<file path="config.mk">
export PLATFORM = sky130hd
export DESIGN_NAME = md_nl_loader_flat
export DESIGN_NICKNAME = d
export VERILOG_FILES = /design/src/rtl/md_nl_loader_if.sv /design/src/rtl/md_nl_loader.sv /design/src/flat_wrapper.sv
export SDC_FILE = /design/constraint.sdc
export NUM_CORES = 1
export LEC_CHECK = 0
export ABC_AREA = 1
export ABC_CLOCK_PERIOD_IN_PS = 2800
export BUFFER_PORTS_ARGS = -buffer_cell sky130_fd_sc_hd__clkbuf_2
export CAP_MARGIN = 25
export CORE_ASPECT_RATIO = 1.4
export CORE_MARGIN = 3
export CORE_UTILIZATION = 51
export CTS_CLUSTER_DIAMETER = 50
export DETAILED_ROUTE_END_ITERATION = 10
export PLACE_DENSITY = 0.8
export SETUP_SLACK_MARGIN = 0.1
export SLEW_MARGIN = 40
export SYNTH_ARGS = -nofsm -noshare
export SYNTH_HDL_FRONTEND = slang
export SYNTH_SLANG_ARGS = --single-unit
</file>
<file path="constraint.sdc">
create_clock -name clk -period 2.8 [get_ports clk]
set_input_delay 0.14 -clock clk [delete_from_list [all_inputs] [get_ports clk]]
set_output_delay 0.14 -clock clk [all_outputs]
set_load 0.02 [all_outputs]
</file>
<file path="src/rtl/md_nl_loader_if.sv">
// Bundle of the host config handshake, neighbour-list write port and force-return stream
// seen by md_nl_loader.
interface md_nl_loader_if #(
    parameter int IDX_W  = 6,
    parameter int ADDR_W = 7,
    parameter int F_W    = 16
);
    logic              cfg_valid;
    logic              cfg_ready;
    logic [IDX_W-1:0]  cfg_off0;
    logic [IDX_W-1:0]  cfg_off1;
    logic [IDX_W-1:0]  cfg_off2;
    logic [IDX_W-1:0]  cfg_off3;
    logic              nl_we;
    logic [ADDR_W-1:0] nl_waddr;
    logic [IDX_W-1:0]  nl_wdata;
    logic              start;
    logic              out_we;
    logic [IDX_W-1:0]  out_addr;
    logic [F_W-1:0]    out_fx;
    logic [F_W-1:0]    out_fy;
    logic [F_W-1:0]    out_fz;
    logic              done;
    logic              busy;
    logic              run_done;
    logic [ADDR_W-1:0] beat_count;
    logic              any_nz;
    logic              seq_err;
    logic              timeout;

    // Loader side
    modport slave (
        input  cfg_valid, cfg_off0, cfg_off1, cfg_off2, cfg_off3,
        input  out_we, out_addr, out_fx, out_fy, out_fz, done,
        output cfg_ready, nl_we, nl_waddr, nl_wdata, start,
        output busy, run_done, beat_count, any_nz, seq_err, timeout
    );

    // Host / kernel side
    modport master (
        output cfg_valid, cfg_off0, cfg_off1, cfg_off2, cfg_off3,
        output out_we, out_addr, out_fx, out_fy, out_fz, done,
        input  cfg_ready, nl_we, nl_waddr, nl_wdata, start,
        input  busy, run_done, beat_count, any_nz, seq_err, timeout
    );
endinterface

</file>
<file path="src/rtl/md_nl_loader.sv">
// Host-side driver for the md_kernel: writes a periodic neighbour list from a 4-offset
// pattern, kicks the kernel, then monitors the force stream until done or timeout.
module md_nl_loader #(
    parameter int N_ATOMS = 32,
    parameter int N_NBR   = 4,
    parameter int IDX_W   = 6,
    parameter int ADDR_W  = 7,
    parameter int F_W     = 16,
    parameter int TIMEOUT = 4096
) (
    input  logic             clk,
    input  logic             rst,
    md_nl_loader_if.slave    bus
);
    localparam int LOG_N  = $clog2(N_ATOMS);
    localparam int SLOT_W = $clog2(N_NBR);
    localparam int WCNT_W = $clog2(TIMEOUT + 1);
    localparam logic [ADDR_W-1:0] LAST_ADDR = ADDR_W'(N_ATOMS * N_NBR - 1);
    localparam logic [ADDR_W-1:0] BEAT_MAX  = '1;
    localparam logic [WCNT_W-1:0] WAIT_LAST = WCNT_W'(TIMEOUT - 1);

    typedef enum logic [2:0] {
        S_IDLE,
        S_WRITE,
        S_KICK,
        S_WAIT,
        S_FIN
    } state_e;

    state_e            state_q, state_d;
    logic [IDX_W-1:0]  off_q [N_NBR];
    logic [IDX_W-1:0]  off_d [N_NBR];
    logic [IDX_W-1:0]  cfg_off [N_NBR];
    logic              cfg_ready_q, cfg_ready_d;
    logic              nl_we_q, nl_we_d;
    logic [ADDR_W-1:0] waddr_q, waddr_d;
    logic [IDX_W-1:0]  wdata_q, wdata_d;
    logic              start_q, start_d;
    logic              busy_q, busy_d;
    logic              run_done_q, run_done_d;
    logic [ADDR_W-1:0] beat_count_q, beat_count_d;
    logic              any_nz_q, any_nz_d;
    logic              seq_err_q, seq_err_d;
    logic              timeout_q, timeout_d;
    logic [WCNT_W-1:0] wait_cnt_q, wait_cnt_d;

    logic [ADDR_W-1:0]        next_addr;
    logic [ADDR_W-SLOT_W-1:0] next_atom;
    logic [SLOT_W-1:0]        next_slot;
    logic [IDX_W-1:0]         next_off;
    logic [ADDR_W-1:0]        wrap_sum;
    logic [IDX_W-1:0]         next_data;
    logic                     beat_nz;

    assign cfg_off[0] = bus.cfg_off0;
    assign cfg_off[1] = bus.cfg_off1;
    assign cfg_off[2] = bus.cfg_off2;
    assign cfg_off[3] = bus.cfg_off3;

    // Data for the next write; in IDLE the offsets come straight from the host so the
    // first entry can be registered on the accept edge itself.
    always_comb begin
        next_addr = (state_q == S_IDLE) ? '0 : waddr_q + 1'b1;
        next_atom = next_addr[ADDR_W-1:SLOT_W];
        next_slot = next_addr[SLOT_W-1:0];
        next_off  = (state_q == S_IDLE) ? cfg_off[next_slot] : off_q[next_slot];
        wrap_sum  = {{SLOT_W{1'b0}}, next_atom}
                  + {{(ADDR_W-IDX_W){next_off[IDX_W-1]}}, next_off};
        next_data = IDX_W'(wrap_sum[LOG_N-1:0]);
        beat_nz   = (bus.out_fx != '0) || (bus.out_fy != '0) || (bus.out_fz != '0);
    end

    always_comb begin
        state_d      = state_q;
        off_d        = off_q;
        cfg_ready_d  = cfg_ready_q;
        nl_we_d      = nl_we_q;
        waddr_d      = waddr_q;
        wdata_d      = wdata_q;
        start_d      = start_q;
        busy_d       = busy_q;
        run_done_d   = run_done_q;
        beat_count_d = beat_count_q;
        any_nz_d     = any_nz_q;
        seq_err_d    = seq_err_q;
        timeout_d    = timeout_q;
        wait_cnt_d   = wait_cnt_q;

        unique case (state_q)
            S_IDLE: begin
                if (bus.cfg_valid) begin
                    state_d      = S_WRITE;
                    off_d        = cfg_off;
                    cfg_ready_d  = 1'b0;
                    busy_d       = 1'b1;
                    nl_we_d      = 1'b1;
                    waddr_d      = next_addr;
                    wdata_d      = next_data;
                    beat_count_d = '0;
                    any_nz_d     = 1'b0;
                    seq_err_d    = 1'b0;
                    timeout_d    = 1'b0;
                end
            end
            S_WRITE: begin
                if (waddr_q == LAST_ADDR) begin
                    state_d = S_KICK;
                    nl_we_d = 1'b0;
                    start_d = 1'b1;
                end else begin
                    waddr_d = next_addr;
                    wdata_d = next_data;
                end
            end
            S_KICK: begin
                state_d    = S_WAIT;
                start_d    = 1'b0;
                wait_cnt_d = '0;
            end
            S_WAIT: begin
                if (bus.out_we) begin
                    if (beat_count_q != BEAT_MAX) begin
                        beat_count_d = beat_count_q + 1'b1;
                    end
                    if (beat_nz) begin
                        any_nz_d = 1'b1;
                    end
                    if (ADDR_W'(bus.out_addr) != beat_count_q) begin
                        seq_err_d = 1'b1;
                    end
                end
                if (bus.done) begin
                    state_d    = S_FIN;
                    run_done_d = 1'b1;
                end else if (wait_cnt_q == WAIT_LAST) begin
                    state_d    = S_FIN;
                    run_done_d = 1'b1;
                    timeout_d  = 1'b1;
                end else begin
                    wait_cnt_d = wait_cnt_q + 1'b1;
                end
            end
            S_FIN: begin
                state_d     = S_IDLE;
                run_done_d  = 1'b0;
                busy_d      = 1'b0;
                cfg_ready_d = 1'b1;
            end
            default: begin
                state_d = S_IDLE;
            end
        endcase
    end

    always_ff @(posedge clk) begin
        if (rst) begin
            state_q      <= S_IDLE;
            for (int unsigned k = 0; k < N_NBR; k++) begin
                off_q[k] <= '0;
            end
            cfg_ready_q  <= 1'b1;
            nl_we_q      <= 1'b0;
            waddr_q      <= '0;
            wdata_q      <= '0;
            start_q      <= 1'b0;
            busy_q       <= 1'b0;
            run_done_q   <= 1'b0;
            beat_count_q <= '0;
            any_nz_q     <= 1'b0;
            seq_err_q    <= 1'b0;
            timeout_q    <= 1'b0;
            wait_cnt_q   <= '0;
        end else begin
            state_q      <= state_d;
            off_q        <= off_d;
            cfg_ready_q  <= cfg_ready_d;
            nl_we_q      <= nl_we_d;
            waddr_q      <= waddr_d;
            wdata_q      <= wdata_d;
            start_q      <= start_d;
            busy_q       <= busy_d;
            run_done_q   <= run_done_d;
            beat_count_q <= beat_count_d;
            any_nz_q     <= any_nz_d;
            seq_err_q    <= seq_err_d;
            timeout_q    <= timeout_d;
            wait_cnt_q   <= wait_cnt_d;
        end
    end

    assign bus.cfg_ready  = cfg_ready_q;
    assign bus.nl_we      = nl_we_q;
    assign bus.nl_waddr   = waddr_q;
    assign bus.nl_wdata   = wdata_q;
    assign bus.start      = start_q;
    assign bus.busy       = busy_q;
    assign bus.run_done   = run_done_q;
    assign bus.beat_count = beat_count_q;
    assign bus.any_nz     = any_nz_q;
    assign bus.seq_err    = seq_err_q;
    assign bus.timeout    = timeout_q;
endmodule

</file>
<file path="src/flat_wrapper.sv">
// flat-port wrapper written by rule: the top's interface ports become plain ports
module md_nl_loader_flat 
#(
    parameter int N_ATOMS = 32,
    parameter int N_NBR   = 4,
    parameter int IDX_W   = 6,
    parameter int ADDR_W  = 7,
    parameter int F_W     = 16,
    parameter int TIMEOUT = 4096
)
  (clk, rst, bus_cfg_valid, bus_cfg_off0, bus_cfg_off1, bus_cfg_off2, bus_cfg_off3, bus_out_we, bus_out_addr, bus_out_fx, bus_out_fy, bus_out_fz, bus_done, bus_cfg_ready, bus_nl_we, bus_nl_waddr, bus_nl_wdata, bus_start, bus_busy, bus_run_done, bus_beat_count, bus_any_nz, bus_seq_err, bus_timeout);
  md_nl_loader_if #(.IDX_W(IDX_W), .ADDR_W(ADDR_W), .F_W(F_W)) bus_i ();
  input  logic clk;
  input  logic rst;
  input wire logic [$bits(bus_i.cfg_valid)-1:0] bus_cfg_valid;
  input wire logic [$bits(bus_i.cfg_off0)-1:0] bus_cfg_off0;
  input wire logic [$bits(bus_i.cfg_off1)-1:0] bus_cfg_off1;
  input wire logic [$bits(bus_i.cfg_off2)-1:0] bus_cfg_off2;
  input wire logic [$bits(bus_i.cfg_off3)-1:0] bus_cfg_off3;
  input wire logic [$bits(bus_i.out_we)-1:0] bus_out_we;
  input wire logic [$bits(bus_i.out_addr)-1:0] bus_out_addr;
  input wire logic [$bits(bus_i.out_fx)-1:0] bus_out_fx;
  input wire logic [$bits(bus_i.out_fy)-1:0] bus_out_fy;
  input wire logic [$bits(bus_i.out_fz)-1:0] bus_out_fz;
  input wire logic [$bits(bus_i.done)-1:0] bus_done;
  output wire logic [$bits(bus_i.cfg_ready)-1:0] bus_cfg_ready;
  output wire logic [$bits(bus_i.nl_we)-1:0] bus_nl_we;
  output wire logic [$bits(bus_i.nl_waddr)-1:0] bus_nl_waddr;
  output wire logic [$bits(bus_i.nl_wdata)-1:0] bus_nl_wdata;
  output wire logic [$bits(bus_i.start)-1:0] bus_start;
  output wire logic [$bits(bus_i.busy)-1:0] bus_busy;
  output wire logic [$bits(bus_i.run_done)-1:0] bus_run_done;
  output wire logic [$bits(bus_i.beat_count)-1:0] bus_beat_count;
  output wire logic [$bits(bus_i.any_nz)-1:0] bus_any_nz;
  output wire logic [$bits(bus_i.seq_err)-1:0] bus_seq_err;
  output wire logic [$bits(bus_i.timeout)-1:0] bus_timeout;
  assign bus_i.cfg_valid = bus_cfg_valid;
  assign bus_i.cfg_off0 = bus_cfg_off0;
  assign bus_i.cfg_off1 = bus_cfg_off1;
  assign bus_i.cfg_off2 = bus_cfg_off2;
  assign bus_i.cfg_off3 = bus_cfg_off3;
  assign bus_i.out_we = bus_out_we;
  assign bus_i.out_addr = bus_out_addr;
  assign bus_i.out_fx = bus_out_fx;
  assign bus_i.out_fy = bus_out_fy;
  assign bus_i.out_fz = bus_out_fz;
  assign bus_i.done = bus_done;
  assign bus_cfg_ready = bus_i.cfg_ready;
  assign bus_nl_we = bus_i.nl_we;
  assign bus_nl_waddr = bus_i.nl_waddr;
  assign bus_nl_wdata = bus_i.nl_wdata;
  assign bus_start = bus_i.start;
  assign bus_busy = bus_i.busy;
  assign bus_run_done = bus_i.run_done;
  assign bus_beat_count = bus_i.beat_count;
  assign bus_any_nz = bus_i.any_nz;
  assign bus_seq_err = bus_i.seq_err;
  assign bus_timeout = bus_i.timeout;
  md_nl_loader #(.N_ATOMS(N_ATOMS), .N_NBR(N_NBR), .IDX_W(IDX_W), .ADDR_W(ADDR_W), .F_W(F_W), .TIMEOUT(TIMEOUT)) u_core (.clk(clk), .rst(rst), .bus(bus_i));
endmodule
</file>
==> results.tsv, run 1 <==
metric	value	unit
outcome	complete, no violations	
Pleak	0.00194	uW
Chip Width	76.1	um
initial antenna violation count	0	
Seq/Total Area, Yosys	36.0	%
Avg Vias per Cell	5.08	
n_diodes	0	
post-synth top area cell	dfxtp_1	
clock group share of total power	44.7	%
Root Driver	clkbuf_8	
first-pass GRT wire length	15.0	mm
Setup crit end kind	flop	
main combinational cell family by area after synthesis	simple AND/OR/NAND/NOR gates	
post-CTS setup-driven buffer insertion count	0	
H-tree Lvls	3	
Post-synth ARST share	0	%
Setup violations, final	0	
Post-Route WL	8.72	mm
Max Clk Rate	402	MHz
Max IR drop VDD	405	uV
CP Class	flop to flop	
PwrDens	548	mW/mm^2
Post-synth EDFFs	0	
total CTS buffers	9	
placed cell count	690	
Area Overhead vs Synth	23.8	%
Clock Latency Late Sink	0.35	ns
post-route ant nets	0	
final hold vios	0	
main flop type after synthesis	dfxtp_1	
reg2reg start	u_core.state_q[2]	
xor-xnor portion of the synthesized cell area	3.50	%
Critical Path Start Type	flop	
synth cell count leaders	113 x nand2_1, 63 x dfxtp_1, 58 x a21oi_1	
layout cells sized above 1	26.5	%
net switching power	620	uW
Area contributors post-synth	dfxtp_1 36%, nand2_1 12%, a21oi_1 8.3%	
Synth Area in Compound Gates	15.2	%
crit path from	u_core.state_q[2]	
largest net degree at the start of global routing	30	
post-synth cell types	37	
CTS Sinks	63	
Die Area	0.00792	sq mm
CTS tree	done	
Synth Register Bits	63	
synthesized area	0.00351	sq mm
adder-cell share of the synthesized area	3.07	%
Avg Synthesized Cell Area	6.94	sq um
Core Area	0.00661	sq mm
Initial DRC Count	184	
drt wl/cell	12.4	um
crit path DAT	2.72	ns
Synth warnings	0	
gpl congestion	0.926	
Reg clk slew, reported paths	0.07	ns
RSZ-0062 raised after global routing	no	
worst-path fanout max	11	
sw frac	26.0	%
Die H	104	um
cells after synthesis	505	
I/O Pins	111	
most frequent cell after synthesis	nand2_1	
Nets	700	
Comb pwr share	14.4	%
Max-cap violations	0	
Final Max Tran Viols	0	
Worst Hold Class	input port to flop	
Seq pwr share	40.9	%
GRT Util Overall	22.7	%
Synth top area share	36.0	%
DP HPWL	6.61	mm
Vias	3587	
Req. time, crit path	3.04	ns
Fin Setup TNS	0	ns
setup clock skew after layout	0.00719	ns
Mapped Nets	596	
Worst Min Path Start	bus_cfg_off2[4]	
Longest Clk Path Bufs	2	
initial core utilization	53.0	%
final instance count without filler cells	706	
simple-gate share of the synthesized area	32.8	%
fin crit period	2.48	ns
row cnt	35	
Congestion Overflow GR	0	
vias in the first global route	3489	
fin crit share	88.7	%
Cell Int Power	1760	uW
# DRC	0	
DR pass1 iterations	4	
proportion of synthesized area in mux cells	0	%
I/O Buffers	105	
flip-flops by register name, summed over array words and instances (netlist names):
register	flops
u_core.wait_cnt_q	13
u_core.bus.nl_we	1
u_core.bus.seq_err	1
u_core.bus.run_done	1
u_core.bus.any_nz	1
u_core.bus.beat_count	7
u_core.bus.nl_wdata	5
u_core.bus.start	1
u_core.off_q	20
u_core.bus.timeout	1
u_core.bus.nl_waddr	7
u_core.bus.busy	1
u_core.bus.cfg_ready	1
u_core.state_q	3
critical path: stages (launching register included):
cell	delay [ns]
dfxtp_1	0.43
nor2_2	0.08
nand2_4	0.13
nand2_1	0.16
o21ai_1	0.18
a21oi_1	0.06
o21ai_1	0.14
ha_1	0.18
inv_1	0.06
fa_1	0.41
o21ai_2	0.18
nand3_1	0.09
nand2_1	0.09
nand3_1	0.08
nand2_1	0.07
a21oi_1	0.05
power by group through the flow:
| stage | Combinational, uW | Clock, uW | Sequential, uW |
|---|---|---|---|
| after floorplan | 200 | 0 | 1020 |
| after global placement | 335 | 0 | 991 |
| after detailed placement | 343 | 0 | 993 |
| after CTS | 344 | 1070 | 972 |
| after global routing | 384 | 1120 | 978 |
| final | 344 | 1060 | 972 |
cell families after synthesis:
kind of cell | Yosys count
AO/OA/AOI/OAI | 103
adder cells (fa/ha/maj) | 8
flip-flops | 63
AND/OR/NAND/NOR | 244
XOR/XNOR | 14
buffers and inverters | 72
other | 1
worst paths after layout:
| path | end | slack (ns) | cells after the start |
|---|---|---|---|
| max | u_core.bus.nl_wdata[4] | 0.32 | 15 |
| min | u_core.off_q[10] | 0.02 | 3 |
| max reg2reg | u_core.bus.nl_wdata[4] | 0.32 | 15 |
| min reg2reg | u_core.bus.cfg_ready | 0.45 | 2 |
routing by layer:
layer | vias to the layer above | global-route usage [%] | share of wire (%)
li1 | 1859 | - | -
met4 | 0 | 9.33 | 1.8
met5 | - | 0 | 0
met3 | 15 | 3.73 | 4.4
met1 | 1626 | 24.8 | 41
met2 | 87 | 42.7 | 53
what timing repair did:
action                                  in CTS  in global routing
hold buffers                                 0                  0
endpoints found under the hold margin        0                  0
endpoints found under the setup margin       0                  1
gates resized for setup                      0                  3
placed cells by master (no fill, tap or decap), types with 2 or more instances in the layout:
master	netlist	routed
clkbuf_8	0	9
nor2_4	4	4
inv_2	7	7
inv_1	45	45
or2_2	2	2
buf_4	7	6
a31oi_1	4	4
clkinv_4	0	2
nand3_1	28	28
xor2_1	9	9
clkbuf_2	0	105
nand2_1	113	113
ha_1	7	7
inv_4	2	2
a21oi_1	58	58
nand2_2	5	5
dfxtp_1	63	63
o21ai_0	28	26
nand2_4	5	5
bufinv_16	0	4
nor3_1	6	6
nand4_1	11	11
nor2_2	4	4
nor2_1	56	56
xnor2_1	5	5
o21ai_2	1	2
o21ai_1	10	11
nor4_1	4	4
stage by stage:
stage          hold slack (ns)  utilization [%]  total power [uW]  setup slack, ns  instance area [sq um]
2_1_floorplan            0.256                -              1220            0.287                   3510
3_3_place_gp             0.369             61.5              1330            0.278                   4070
3_5_place_dp             0.379             61.5              1340            0.200                   4070
4_1_cts                0.00665             65.6              2390            0.195                   4340
5_1_grt                 0.0137             65.7              2490            0.104                   4340
6_report                0.0190             65.7              2380            0.315                   4340
final cells by class:
cell class | count | area, sq um
Clock buffer | 9 | 124
Clock inverter | 7 | 145
Fill cell | 567 | 2270
Inverter | 54 | 208
Multi-Input combinational cell | 370 | 1920
Sequential cell | 63 | 1260
Tap cell | 92 | 115
Timing Repair Buffer | 111 | 571
Power figures use the tool's default switching activity.
==> run 2: changes to the inputs <==
Settings changed: ABC_CLOCK_PERIOD_IN_PS 2800 to 2110, CORE_UTILIZATION 51 to 46, PLACE_DENSITY 0.8 to 0.76, SLEW_MARGIN 40 to unset.
Clock period 2.8 ns to 2.11 ns, I/O delays scaled along.
==> run 2 against run 1 <==
The run now ends with negative setup slack left. Non-clock buffer count increased by 34. Final area increased by 8.0%. Clock-buffer cell count increased by 6. Wire length increased by 11%. Final cell count increased by 5.4%. Power increased by 20%. Critical path depth unchanged. Via count increased by 6.3%. Sequential share of layout area decreased by 2.1 points. Global-route usage increased by 0.60 points. Register-to-register slack got worse by 0.48 ns. Clock power decreased by 9%. Critical path type unchanged. Largest power group is now registers.
==> results.tsv, run 2 (synthesis results as in run 1) <==
metric	value	unit	change
Req. time, crit path	2.35	ns	was 3.04 ns
Reg clk slew, reported paths	0.07	ns	about the same
Clock Latency Late Sink	0.35	ns	about the same
final instance count without filler cells	744		was 706
power consumption	2850	uW	was 2380 uW
CP Class	flop to flop		unchanged
layout cells sized above 1	32.5	%	was 26.5%
initial core utilization	47.6	%	was 53.0%
n_diodes	0		unchanged
Die H	109	um	was 104 um
final hold vios	0		unchanged
Worst Min Path Start	bus_cfg_off0[2]		was bus_cfg_off2[4]
reg2reg start	u_core.bus.nl_waddr[0]		was u_core.state_q[2]
Initial DRC Count	242		was 184
Max-cap violations	0		unchanged
Pleak	0.00207	uW	was 0.00194 uW
Setup WS post-layout	-0.164	ns	was 0.315 ns
Root Driver	clkbuf_8		unchanged
Congestion Overflow GR	0		unchanged
crit path from	u_core.bus.nl_waddr[0]		was u_core.state_q[2]
largest registers	u_core.off_q x20, u_core.wait_cnt_q x13		unchanged
Chip Width	79.8	um	was 76.1 um
Vias	3814		was 3587
Nets	734		was 700
first-pass GRT wire length	16.0	mm	was 15.0 mm
max reg flops	20		unchanged
Avg Vias per Cell	5.13		was 5.08
Max Clk Rate	440	MHz	was 402 MHz
setup clock skew after layout	0.0112	ns	was 0.00719 ns
Core Area	0.00736	sq mm	was 0.00661 sq mm
# DRC	0		unchanged
clock group share of total power	34.0	%	was 44.7%
most common cell after layout, fill and taps aside	nand2_1		unchanged
RSZ-0062 raised after global routing	yes		was no
I/O Buffers	105		unchanged
crit path DAT	2.52	ns	was 2.72 ns
CTS Sinks	63		unchanged
post-route ant nets	0		unchanged
Critical Path Start Type	flop		unchanged
Seq pwr share	45.3	%	was 40.9%
net switching power	820	uW	was 620 uW
Worst Hold Class	input port to flop		unchanged
PwrDens	607	mW/mm^2	was 548 mW/mm^2
largest net degree at the start of global routing	24		was 30
vias in the first global route	3635		was 3489
Post-Route WL	9.68	mm	was 8.72 mm
failing checks	negative setup slack		
GRT Util Overall	23.2	%	was 22.7%
I/O Pins	111		unchanged
row cnt	37		was 35
Setup crit end kind	flop		unchanged
Cell Int Power	2030	uW	was 1760 uW
sw frac	28.8	%	was 26.0%
total CTS buffers	9		unchanged
crit path cell chain	buf_4 -> buf_6 -> nand3_1 -> nor2_2 -> a21oi_1 -> nor2_1 -> ha_4 -> a21oi_2 -> o21ai_2 -> inv_1 -> nand2_1 -> nand2_1 -> nand3_1 -> nand2_1 -> a21oi_1		was nor2_2 -> nand2_4 -> nand2_1 -> o21ai_1 -> a21oi_1 -> o21ai_1 -> ha_1 -> inv_1 -> fa_1 -> o21ai_2 -> nand3_1 -> nand2_1 -> nand3_1 -> nand2_1 -> a21oi_1
Comb pwr share	20.7	%	was 14.4%
worst-path fanout max	8		was 11
Max IR drop VDD	383	uV	was 405 uV
DR pass1 iterations	6		was 4
CTS tree	done		unchanged
Die Area	0.00872	sq mm	was 0.00792 sq mm
Final Max Tran Viols	0		unchanged
crit-path most repeated cell	nand2_1		unchanged
Largest Register	u_core.off_q		unchanged
Worst path max stage delay	0.35	ns	was 0.43 ns
initial antenna violation count	0		unchanged
gpl congestion	0.890		was 0.926
CP max stage cell	dfxtp_2		was dfxtp_1
Longest Clk Path Bufs	2		unchanged
Area Overhead vs Synth	33.7	%	was 23.8%
fin crit period	2.27	ns	was 2.48 ns
DP HPWL	7.03	mm	was 6.61 mm
drt wl/cell	13.0	um	was 12.4 um
outcome	finished with violations		was complete, no violations
H-tree Lvls	3		unchanged
fin crit share	108	%	was 88.7%
most frequent cells in the layout	109 x nand2_1, 105 x clkbuf_2, 59 x dfxtp_1		was 113 x nand2_1, 105 x clkbuf_2, 63 x dfxtp_1
Fin Hold WS	0.00809	ns	was 0.0190 ns
Setup violations, final	2		was 0
placed cell count	715		was 690
run 2: layout make-up:
type                    count  area (sq um)
clock buffers              15           176
fillers                   620          2670
multi-input cells         370          2050
flip-flops and latches     63          1270
repair buffers            145           870
inverters                  54           210
well taps                  97           121
run 2: worst max-delay path: cells and delay by family (launching register included):
family / cells / cell delay (ns)
AND/OR/NAND/NOR: 7 / 0.85
flip-flops: 1 / 0.35
buffers and inverters: 3 / 0.30
AO/OA/AOI/OAI: 4 / 0.37
adder cells (fa/ha/maj): 1 / 0.27
run 2: final timing paths:
check,end,slack [ns],depth (start not counted)
worst max-delay path,u_core.bus.nl_wdata[4],-0.16,15
worst min-delay path,u_core.off_q[20],0.008,3
worst max register to register,u_core.bus.nl_wdata[4],-0.16,15
worst min register to register,u_core.bus.cfg_ready,0.46,2
run 2: metrics by stage:
step | instance area, sq um | util [%] | setup TNS, ns | worst slack [ns]
after floorplan | 3530 | - | -0.0960 | -0.0960
after global placement | 4240 | 57.6 | -0.0893 | -0.0874
after detailed placement | 4240 | 57.6 | -0.251 | -0.144
after CTS | 4610 | 62.6 | -0.165 | -0.0858
after global routing | 4690 | 63.7 | -0.555 | -0.293
final | 4690 | 63.7 | -0.254 | -0.164
run 2: power groups by stage:
stage	Sequential, uW	Combinational (uW)	Clock (uW)
finish	1290	589	968
global route	1300	657	1040
CTS	1290	558	984
detailed placement	1310	515	0
global placement	1310	502	0
floorplan	1350	271	0
run 2: repair_timing:
item                                    CTS  global route
pin swaps                                19            15
hold buffers                             10             0
setup buffers                             5             2
hold endpoints to repair                 10             0
endpoints found under the setup margin    3             4
gates cloned                              0             0
resized for setup                        15            21
run 2: per-layer routing:
layer / vias to the layer above / wire [um] / track usage (%)
li1: 1925 / - / -
met1: 1725 / 3870 / 25.7
met2: 146 / 5050 / 43.0
met3: 18 / 580 / 5.66
met4: 0 / 187 / 7.85
met5: - / 0 / 0
==> run 3: changes to the inputs <==
Settings changed: SKIP_CTS_REPAIR_TIMING set to 1.
==> run 3 against run 2 <==
The run ends with negative hold slack, negative setup slack left. Clock-buffer cell count did not move. Final area fell by 3.2%. Worst setup slack improved by 0.014 ns. Sequential power barely moved. Wire length fell by 3.2%. Combinational power fell by 6.5%. Power fell by 1.6%. Clock skew fell by 0.0018 ns. Sequential share of layout area rose by 0.90 points. Maximum frequency rose by 0.60%. Utilization fell by 2.1 points. Critical endpoint unchanged. Highest routed layer unchanged.
==> results.tsv, run 3 (synthesis results as in run 1) <==
metric	value	unit	change
Root Driver	clkbuf_8		unchanged
r2r setup slk	-0.15	ns	was -0.16 ns
sw frac	28.5	%	was 28.8%
GRT Util Overall	22.2	%	was 23.2%
initial core utilization	47.6	%	unchanged
most common cell after layout, fill and taps aside	nand2_1		unchanged
CP Class	flop to flop		unchanged
reg2reg start	u_core.bus.nl_waddr[0]		unchanged
Max-cap violations	0		unchanged
Max IR drop VDD	382	uV	was 383 uV
RSZ-0062 raised after global routing	yes		unchanged
Reg clk slew, reported paths	0.07	ns	about the same
first-pass GRT wire length	15.3	mm	was 16.0 mm
Largest Register	u_core.off_q		unchanged
most frequent cells in the layout	111 x nand2_1, 105 x clkbuf_2, 59 x dfxtp_1		was 109 x nand2_1, 105 x clkbuf_2, 59 x dfxtp_1
CTS tree	done		unchanged
Clock Latency Late Sink	0.35	ns	about the same
Setup WS post-layout	-0.151	ns	was -0.164 ns
Seq pwr share	46.0	%	was 45.3%
crit path DAT	2.50	ns	was 2.52 ns
Filler Cells Inserted	651		was 620
Initial DRC Count	228		was 242
Core Area	0.00736	sq mm	unchanged
Fin Setup TNS	-0.254	ns	about the same
total CTS buffers	9		unchanged
fin crit share	107	%	was 108%
outcome	finished with violations		unchanged
Post-Route WL	9.37	mm	was 9.68 mm
Setup crit end kind	flop		unchanged
Longest Clk Path Bufs	2		unchanged
DP HPWL	7.03	mm	unchanged
post-route ant nets	0		unchanged
Worst Hold End	u_core.off_q[6]		was u_core.off_q[20]
# DRC	0		unchanged
Vias	3744		was 3814
Worst Hold Class	input port to flop		unchanged
vias in the first global route	3500		was 3635
row cnt	37		unchanged
PwrDens	618	mW/mm^2	was 607 mW/mm^2
hold depth	3		unchanged
n_diodes	0		unchanged
fin crit period	2.26	ns	was 2.27 ns
largest registers	u_core.off_q x20, u_core.wait_cnt_q x13		unchanged
failing checks	negative hold slack, negative setup slack		was negative setup slack
initial antenna violation count	0		unchanged
Pleak	0.00203	uW	was 0.00207 uW
Nets	725		was 734
depth of the most critical reg-to-reg path	15		unchanged
I/O Pins	111		unchanged
Die H	109	um	unchanged
Comb pwr share	19.6	%	was 20.7%
I/O Buffers	105		unchanged
DR pass1 iterations	4		was 6
Max Clk Rate	442	MHz	was 440 MHz
Final Max Tran Viols	0		unchanged
Congestion Overflow GR	0		unchanged
Worst Min Path Start	bus_cfg_off2[0]		was bus_cfg_off0[2]
Multi-input gate area	0.00200	sq mm	was 0.00205 sq mm
drt wl/cell	12.8	um	was 13.0 um
largest net degree at the start of global routing	24		unchanged
Chip Width	79.8	um	unchanged
register area	0.00127	sq mm	unchanged
max reg flops	20		unchanged
Die Area	0.00872	sq mm	unchanged
Setup violations, final	2		unchanged
worst-path fanout max	8		unchanged
setup clock skew after layout	0.00942	ns	was 0.0112 ns
Critical Path Start Type	flop		unchanged
net switching power	798	uW	was 820 uW
clock group share of total power	34.3	%	was 34.0%
final hold vios	3		was 0
Cell Int Power	2010	uW	was 2030 uW
dpl ws	-0.144	ns	unchanged
Reg-to-Reg End	u_core.bus.nl_wdata[4]		unchanged
Fin Hold WS	-0.00171	ns	was 0.00809 ns
Area Overhead vs Synth	29.4	%	was 33.7%
CTS Sinks	63		unchanged
H-tree Lvls	3		unchanged
Req. time, crit path	2.35	ns	about the same
layout cells sized above 1	31.2	%	was 32.5%
Avg Vias per Cell	5.09		was 5.13
gpl congestion	0.890		unchanged
run 3: changes by cell type in the layout (fill, tap and decap cells not counted), sizes merged:
cell         before  now
buf              30   28
dlygate4sd3      10    3
run 3: through the flow:
step	cell area, sq um	cells	hold slack, ns	utilization [%]	power [uW]
2_1_floorplan	3530	505	0.222	-	1620
3_3_place_gp	4240	715	0.342	57.6	1810
3_5_place_dp	4240	715	0.347	57.6	1830
4_1_cts	4420	730	-0.0227	60.0	2790
5_1_grt	4540	735	0.00154	61.7	2950
6_report	4540	735	-0.00171	61.7	2800
run 3: area by class of cell:
type | instances | share of cell area [%]
tap | 97 | 2.67
multi-input combinational | 370 | 44.1
timing repair buffer | 136 | 16.9
sequential | 63 | 27.9
inverter | 54 | 4.58
clock buffer | 15 | 3.89
run 3: power by group through the flow:
stage / sequential (uW) / combinational (uW) / clock (uW)
final: 1290 / 551 / 963
after global routing: 1300 / 616 / 1040
after CTS: 1290 / 519 / 984
after detailed placement: 1310 / 515 / 0
after global placement: 1310 / 502 / 0
after floorplan: 1350 / 271 / 0
run 3: critical path, cell delays in order (launching register included):
cell and delay [ns]:
dfxtp_2 0.34, buf_4 0.13, inv_2 0.07, nand2_4 0.08, o21ai_0 0.16, a21oi_1 0.07
o21ai_2 0.13, ha_2 0.18, inv_1 0.06, fa_2 0.36, o21ai_2 0.15, nand3_1 0.11
nand2_1 0.11, nand3_1 0.08, nand2_1 0.07, a21oi_1 0.05
run 3: worst max path at each step:
stage,from,cells past startpoint,endpoint
6_report,u_core.bus.nl_waddr[0],15,u_core.bus.nl_wdata[4]
3_5_place_dp,u_core.bus.nl_waddr[0],15,u_core.bus.nl_wdata[4]
4_1_cts,u_core.bus.nl_waddr[0],15,u_core.bus.nl_wdata[4]
3_3_place_gp,u_core.bus.nl_waddr[0],15,u_core.bus.nl_wdata[4]
2_1_floorplan,u_core.bus.nl_waddr[0],16,u_core.bus.nl_wdata[4]
5_1_grt,u_core.bus.nl_waddr[0],16,u_core.bus.nl_wdata[4]
run 3: layer usage:
metal  track usage [%]  vias up  routed length [um]
met5                 0        -                   0
met4              8.33        0                 198
met3              5.74       17                 527
met2              40.3      130                4810
met1              24.7     1686                3830
li1                  -     1911                   -
